===== src/rtl/instr_fetch_unit.sv =====
// RV32I fetch stage: owns the PC, issues one outstanding word read at a time and
// hands {instruction, pc} to decode. Handles redirects, stale responses and timeouts.
module instr_fetch_unit #(
  parameter logic [31:0] RESET_PC = 32'h0000_0000,
  parameter int unsigned TIMEOUT  = 16
) (
  input  logic        clk,
  input  logic        rst_n,
  output logic        imem_req_valid,
  input  logic        imem_req_ready,
  output logic [31:0] imem_addr,
  input  logic        imem_rsp_valid,
  input  logic [31:0] imem_rsp_data,
  output logic        if_valid,
  input  logic        if_ready,
  output logic [31:0] if_instr,
  output logic [31:0] if_pc,
  input  logic        redirect_valid,
  input  logic [31:0] redirect_pc,
  output logic        fetch_err,
  output logic        misalign_err
);

  typedef enum logic [2:0] {IDLE, REQ, WAIT, DRAIN, OUT} state_t;

  localparam logic [7:0] CNT_LAST = 8'(TIMEOUT - 1);

  state_t      state, state_nxt;
  logic [31:0] pc, pc_nxt;
  logic [31:0] instr_q, instr_nxt;
  logic [31:0] ipc_q, ipc_nxt;
  logic [7:0]  cnt, cnt_nxt;
  logic        ferr_q, ferr_nxt;
  logic        merr_q, merr_nxt;

  logic        cnt_done;
  logic [7:0]  cnt_inc;
  logic [31:0] redir_target;

  // The counter saturates so a long DRAIN can never wrap back below the limit.
  assign cnt_done     = (cnt >= CNT_LAST);
  assign cnt_inc      = cnt_done ? cnt : cnt + 8'd1;
  assign redir_target = {redirect_pc[31:2], 2'b00};

  always_ff @(posedge clk or negedge rst_n) begin
    if (!rst_n) begin
      state   <= IDLE;
      pc      <= RESET_PC;
      instr_q <= '0;
      ipc_q   <= '0;
      cnt     <= '0;
      ferr_q  <= 1'b0;
      merr_q  <= 1'b0;
    end else begin
      state   <= state_nxt;
      pc      <= pc_nxt;
      instr_q <= instr_nxt;
      ipc_q   <= ipc_nxt;
      cnt     <= cnt_nxt;
      ferr_q  <= ferr_nxt;
      merr_q  <= merr_nxt;
    end
  end

  always_comb begin
    state_nxt = state;
    pc_nxt    = pc;
    instr_nxt = instr_q;
    ipc_nxt   = ipc_q;
    cnt_nxt   = cnt;
    ferr_nxt  = 1'b0;
    merr_nxt  = redirect_valid && (redirect_pc[1:0] != 2'b00);

    case (state)
      IDLE: state_nxt = REQ;
      REQ: begin
        if (imem_req_ready) begin
          state_nxt = redirect_valid ? DRAIN : WAIT;
          cnt_nxt   = '0;
        end
      end
      WAIT: begin
        cnt_nxt = cnt_inc;
        if (redirect_valid) begin
          state_nxt = imem_rsp_valid ? REQ : DRAIN;
        end else if (imem_rsp_valid) begin
          instr_nxt = imem_rsp_data;
          ipc_nxt   = pc;
          state_nxt = OUT;
        end else if (cnt_done) begin
          ferr_nxt  = 1'b1;
          state_nxt = REQ;
        end
      end
      // A squashed request still owes one response; swallow it before reissuing.
      DRAIN: begin
        cnt_nxt = cnt_inc;
        if (!redirect_valid && (imem_rsp_valid || cnt_done)) state_nxt = REQ;
      end
      OUT: begin
        if (redirect_valid) begin
          state_nxt = REQ;
        end else if (if_ready) begin
          pc_nxt    = pc + 32'd4;
          state_nxt = REQ;
        end
      end
      default: state_nxt = IDLE;
    endcase

    if (redirect_valid) pc_nxt = redir_target;
  end

  assign imem_req_valid = (state == REQ);
  assign imem_addr      = (state == REQ) ? pc : '0;
  assign if_valid       = (state == OUT);
  assign if_instr       = instr_q;
  assign if_pc          = ipc_q;
  assign fetch_err      = ferr_q;
  assign misalign_err   = merr_q;

endmodule

===== config.mk =====
export PLATFORM = sky130hd
export DESIGN_NAME = instr_fetch_unit
export DESIGN_NICKNAME = d
export VERILOG_FILES = /design/src/rtl/instr_fetch_unit.sv
export SDC_FILE = /design/constraint.sdc
export NUM_CORES = 1
export LEC_CHECK = 0
export ABC_AREA = 1
export BUFFER_PORTS_ARGS = -buffer_cell sky130_fd_sc_hd__buf_2
export CORE_ASPECT_RATIO = 1.75
export CORE_MARGIN = 4
export CORE_UTILIZATION = 48
export CTS_CLUSTER_SIZE = 28
export DETAILED_ROUTE_END_ITERATION = 8
export MAX_ROUTING_LAYER = met4
export PLACE_DENSITY = 0.72
export SYNTH_ARGS = -nofsm -noshare
export SYNTH_HDL_FRONTEND = slang
export SYNTH_SLANG_ARGS = --single-unit

===== constraint.sdc =====
create_clock -name clk -period 2.1 [get_ports clk]
set_input_delay 0.105 -clock clk [delete_from_list [all_inputs] [get_ports clk]]
set_output_delay 0.105 -clock clk [all_outputs]
set_load 0.01 [all_outputs]

Yosys cells after proc, flatten, opt, wreduce, memory -nomap -nowiden
Index checks and enable logic that the tools add are counted.

word-level totals
  bits in read-only memories = 0
  bits in latches = 0
  logic and storage cells = 55
  bits in writable memories = 0
  input bits = 70
  bits in registers = 109
  memories = 0

operators by class
  add/subtract/negate cells = 2
  divide/modulo/power cells = 0
  $mul = 0
  reduce and logical (&&, ||, !) cells = 14
  equality and inequality tests = 9
  order comparisons = 1
  bitwise operators = 1
  shift-type cells = 0
  multiplexer cells = 21

operators by type and width
  kind                                                                                  number
  32-bit 2-to-1 mux                                                                     4
  32-bit by 3-bit adder with 32-bit output (second input constant)                      1
  3-bit 2-to-1 mux                                                                      7
  8-bit 2-to-1 mux                                                                      2
  8-bit one-hot mux with 2 select lines                                                 1
  3-bit one-hot mux with 5 select lines                                                 1
  8-bit by 1-bit adder with 8-bit output (second input constant)                        1
  8-bit by 4-bit greater-or-equal comparator with 1-bit output (second input constant)  1
  2-bit nonzero test                                                                    4
  3-bit by 2-bit == test with 1-bit output (second input constant)                      2
  3-bit AND reduction                                                                   2
  1-bit 2-to-1 mux                                                                      5
  2-bit inequality test (second input constant)                                         2
  4-bit inequality test (second input constant)                                         1
  4-bit AND reduction                                                                   1
  3-bit by 1-bit == test with 1-bit output (second input constant)                      1
  3-bit == test (second input constant)                                                 1
  3-bit zero test                                                                       1
  3-bit by 1-bit inequality test with 1-bit output (second input constant)              1
  1-bit logical AND                                                                     2
  2-bit 2-to-1 mux                                                                      1
  2-bit by 1-bit inequality test with 1-bit output (second input constant)              1
  2-bit AND reduction                                                                   1
  2-bit OR reduction                                                                    1
  3 further kinds                                                                       3

Logic depth before layout (Yosys ltp)
  word-level depth = 5
  mapped depth = 10

Least setup slack after synthesis
Ideal clock, no wire load.

  kind = register to register
  start = reg pc[3]
  end = reg pc[28]
  slack = 0.660 ns
  arrival time = 1.324 ns
  cell stages (with the launch flop) = 11
  required time = 1.984 ns
  clock period less this slack = 1.440 ns
  setup time = 0.116 ns
  cell sequence = dfrtp_1 > ha_1 > nand2_1 > nor2_4 > nand2_2 > nor2_2 > nand2_1 > nand2_1 > nand3_1 > nand2_1 > nand2_1

on the way
  word-level cells in the longest chain between the ends = 4

RTL lines
  what                                      line  RTL
  start, declared                           29    logic [31:0] pc, pc_nxt;
  start signal, assigned                    56    pc <= pc_nxt;
  32-bit by 3-bit adder with 32-bit output  104   pc_nxt = pc + 32'd4;
  32-bit 2-to-1 mux                         103   end else if (if_ready) begin
  32-bit 2-to-1 mux                         74    case (state)
  32-bit 2-to-1 mux                         111   if (redirect_valid) pc_nxt = redir_target;

No other way between the ends. The select of a mux whose other input is x is not followed.
A chain may end at the register's enable or synchronous reset.

Final worst setup path
  start = reg state[1]
  end = out imem_addr[11]

on the way
  word-level cells in the longest chain between the ends = 2

RTL lines
  what                                      line  RTL
  start, declared                           28    state_t state, state_nxt;
  start signal, assigned                    55    state <= state_nxt;
  3-bit by 1-bit == test with 1-bit output  115   assign imem_addr = (state == REQ) ? pc : '0;
  32-bit 2-to-1 mux                         115
  end, declared                             11    output logic [31:0] imem_addr,

No other way between the ends.

==> impl_summary.log <==
[metrics] run status: completed
[metrics] post-CTS clock slew at the launch and capture registers of the worst setup and hold paths: 0.07 ns
[metrics] Worst path max stage delay: between 0.4 and 0.5 ns
[metrics] number of instances in the synthesized netlist: 676
[metrics] crit end category: primary output
[metrics] cell chosen for the clock root: sky130_fd_sc_hd__clkbuf_16
[metrics] FF-to-FF setup slack: 0.42 ns
[metrics] number of setup violations in the final report: 0
[metrics] number of sinks on the clock net: ~110
[metrics] FFs w/ async S/R, synth: 100%
[metrics] number of flip-flops and latches in the synthesized netlist: 105
[metrics] fraction of final layout cells with drive strength greater than 1: ~28%
[metrics] IR Drop Worst-Case VDD: approximately 0.00077 V
[metrics] CTS tree: built
[metrics] count of placed standard cells in the final layout, fillers left out: 1,009
[metrics] horizontal die dimension: 88.2 um
[metrics] cell type with the largest total area after synthesis: sky130_fd_sc_hd__dfrtp_1
[metrics] most frequent cells after synthesis: sky130_fd_sc_hd__nand2_1, sky130_fd_sc_hd__nor2_1, sky130_fd_sc_hd__dfrtp_1, sky130_fd_sc_hd__inv_1, sky130_fd_sc_hd__o21ai_0
[metrics] via count: slightly above 5k
[metrics] Detailed Route Iter0 Violations: 223
[metrics] Site Rows: 51
[metrics] number of port buffers: 165
[metrics] via count of the first global-routing pass: 5,096
[metrics] DRT antenna net count: 0
[metrics] Synth Cell Area: 5400 um^2
[metrics] routed wire length: 16,100 um
[metrics] cell-by-cell trace of the critical path: nor3_2 > inv_1 > buf_4 > nor2_1 > buf_2
[metrics] most frequent cell after synthesis: sky130_fd_sc_hd__nand2_1
[metrics] number of CTS-inserted buffers: 9
[metrics] Placed Cells: 960
[metrics] first-pass GRT wire length: 25,400 um
[metrics] actual slew at the worst max-slew pin: 0.579 ns
[metrics] achievable frequency: 0.533 GHz
[metrics] number of antenna violations at the first check in global routing: 0
[metrics] total inserted antenna cells: 0
[metrics] die boundary height: around 150 um
[metrics] detail-routed via count per cell: about 5.1
[metrics] final setup TNS: 0 ns
[metrics] worst min-delay path class: in2reg
[metrics] ys flop type: sky130_fd_sc_hd__dfrtp_1
[metrics] Synth Area in Adders: less than 1%
[metrics] RSZ-0062 raised after global routing: no
[metrics] static power due to leakage: 3.70 nW
[metrics] HPWL Detailed: about 12,000 um
[metrics] largest family of logic cells by synthesized area: simple AND/OR/NAND/NOR gates
[metrics] power density normalized to cell area: 1130 nW/um^2
[metrics] synth unique cells: 32
[metrics] DRC violations left: 0
[metrics] I/O pin cnt: 170
[metrics] Critical-path top delay cell: sky130_fd_sc_hd__dfrtp_1
[metrics] share of the yosys chip area belonging to registers: about 50%
[metrics] CP Launch Type: flip-flop
[metrics] number of synthesized flops with an enable pin: 0
[metrics] multiplexer area fraction after synthesis: 7.99%
[metrics] postcts setup bufs: 0
[metrics] first-pass iteration count of the detailed router: 7
[metrics] Area contributors post-synth: sky130_fd_sc_hd__dfrtp_1, sky130_fd_sc_hd__nand2_1, sky130_fd_sc_hd__nor2_1
[metrics] Core ar.: 11,100 um^2
[metrics] Post-Synth XOR/XNOR Area: less than 1%
[metrics] Req. time, crit path: 2.00 ns
[metrics] Die ar.: 13,100 um^2
[metrics] number of nets in the layout: roughly 940
[metrics] H-tree depth: 3
[metrics] buffers from clock root to sink, at most: 2
[metrics] clock network latency to the later pin of the worst-skew pair: around 0.36 ns
[metrics] Mean Syn Cell Area: 7.99 um^2
[metrics] average wire per standard cell: 15.9 um
[metrics] share of the synthesized area in compound gates (AO/OA/AOI/OAI): 7.32%
[metrics] final worst-path cycle share: 89.3%
[metrics] count of final max-slew check failures: 0
[metrics] initial standard-cell utilization of the core: 48.6%
[metrics] area share of the largest cell type after synthesis: approximately half
[metrics] Global Route Usage Sum: 25.9%
[metrics] largest net degree at the start of global routing: 59
[metrics] Min Clock Period, post-route: around 1.9 ns
[metrics] yosys warns: 0
[metrics] Final GP Congestion: 0.904
[metrics] instance count along the most critical hold path: 2
[metrics] worst-case clock skew: between 0.007 and 0.008 ns
[metrics] type of the setup path with the least slack: reg2out
[metrics] total of max-cap violations: 0
[metrics] layout overhead on the synthesized area: 29.1%
[metrics] total gr overflow: 0
[metrics] arrival time of the worst setup path: 1.77 ns
[metrics] top fanout value on the critical path: 32
[metrics] basic-gate share of the synthesized area counting and, or, nand and nor cells: 27.9%
[metrics] Relative slew margins: 61.3%
[metrics] number of hold violations in the final report: 0
[metrics] worst reg2reg path depth: 10
==> metal layers <==
metal  vias up  part of all wire [%]  routed length (um)  GRT usage, %
met3        37                   6.6                1060          4.38
li1       2524                     -                   -             -
met2       182                    54                8600          45.8
met4         0                   3.9                 634          12.0
met1      2371                    36                5770          27.5
met5         -                     0                   0             -
==> what timing repair did <==
item                                   CTS  global route
gates resized for setup                  0             0
hold buffers                            33             0
endpoints found under the hold margin   60             0
==> cells by family after synthesis <==
logic type	count (synthesis)
AOI/OAI and AO/OA	75
xor gates and xnor gates	3
adders and majority gates	2
buffers and inverters	85
DFF	105
muxes	32
other	1
and+or+nand+nor	373
==> cell type report <==
class	instances	area, um^2
multi-input cells	489	2400
clock buffers	10	239
fillers	955	4130
well taps	132	165
clock inverters	6	47.5
inverters	56	210
flip-flops and latches	105	2630
repair buffers	211	1280
==> cell usage in the layout (no fill, tap or decap), types with 4 or more instances in the layout <==
cell type	count
sky130_fd_sc_hd__o21ai_1	6
sky130_fd_sc_hd__a21oi_1	9
sky130_fd_sc_hd__a31oi_1	4
sky130_fd_sc_hd__nand2_1	189
sky130_fd_sc_hd__mux2_4	19
sky130_fd_sc_hd__dlygate4sd3_1	33
sky130_fd_sc_hd__nor2_1	122
sky130_fd_sc_hd__buf_4	12
sky130_fd_sc_hd__nand2_2	4
sky130_fd_sc_hd__inv_2	4
sky130_fd_sc_hd__clkbuf_16	9
sky130_fd_sc_hd__dfrtp_1	105
sky130_fd_sc_hd__mux2_2	13
sky130_fd_sc_hd__inv_1	52
sky130_fd_sc_hd__nand3_1	43
sky130_fd_sc_hd__nor2_2	6
sky130_fd_sc_hd__buf_2	164
sky130_fd_sc_hd__o21ai_0	49
sky130_fd_sc_hd__conb_1	4
==> registers in the layout (all words and copies together), names as in the netlist <==
register and cells:
pc 30, state 3, if_instr 32, misalign_err 1, if_pc 30, fetch_err 1
cnt 8
==> path summary, 6_finish.rpt <==
| kind | to | startpoint |
|---|---|---|
| worst max-delay path | imem_addr[11] | state[1] |
| worst min-delay path | if_instr[4] | imem_rsp_data[4] |
| worst max register to register | pc[28] | pc[3] |
| worst min register to register | if_pc[11] | if_pc[11] |
| max in group asynchronous | pc[14] | rst_n |
| min in group asynchronous | if_instr[1] | rst_n |
==> power by group <==
group | internal [W] | switching [W] | total [W]
Clock | 0.000850 | 0.000792 | 0.00164
Combinational | 0.00135 | 0.00174 | 0.00309
Sequential | 0.00271 | 0.000454 | 0.00317
==> metrics by stage <==
step | utilization (%) | hold slack, ns | setup WS [ns] | total power, W | area [um^2]
6_report | 62.8 | 0.00961 | 0.225 | 0.00790 | 6980
5_1_grt | 62.8 | 0.00846 | 0.145 | 0.00845 | 6980
4_1_cts | 62.8 | 0.000789 | 0.230 | 0.00792 | 6980
3_5_place_dp | 57.3 | 0.0674 | 0.431 | 0.00623 | 6360
3_3_place_gp | 57.3 | 0.0611 | 0.470 | 0.00612 | 6360
2_1_floorplan | - | -0.191 | 0.660 | 0.00491 | 5410
==> critical path: cells and delay by family (launching register included) <==
family,cells,cell delay [ns]
buffers and inverters,3,0.47
flip-flops,1,0.43
AND/OR/NAND/NOR,2,0.51
(Power assumes the default switching activity.)
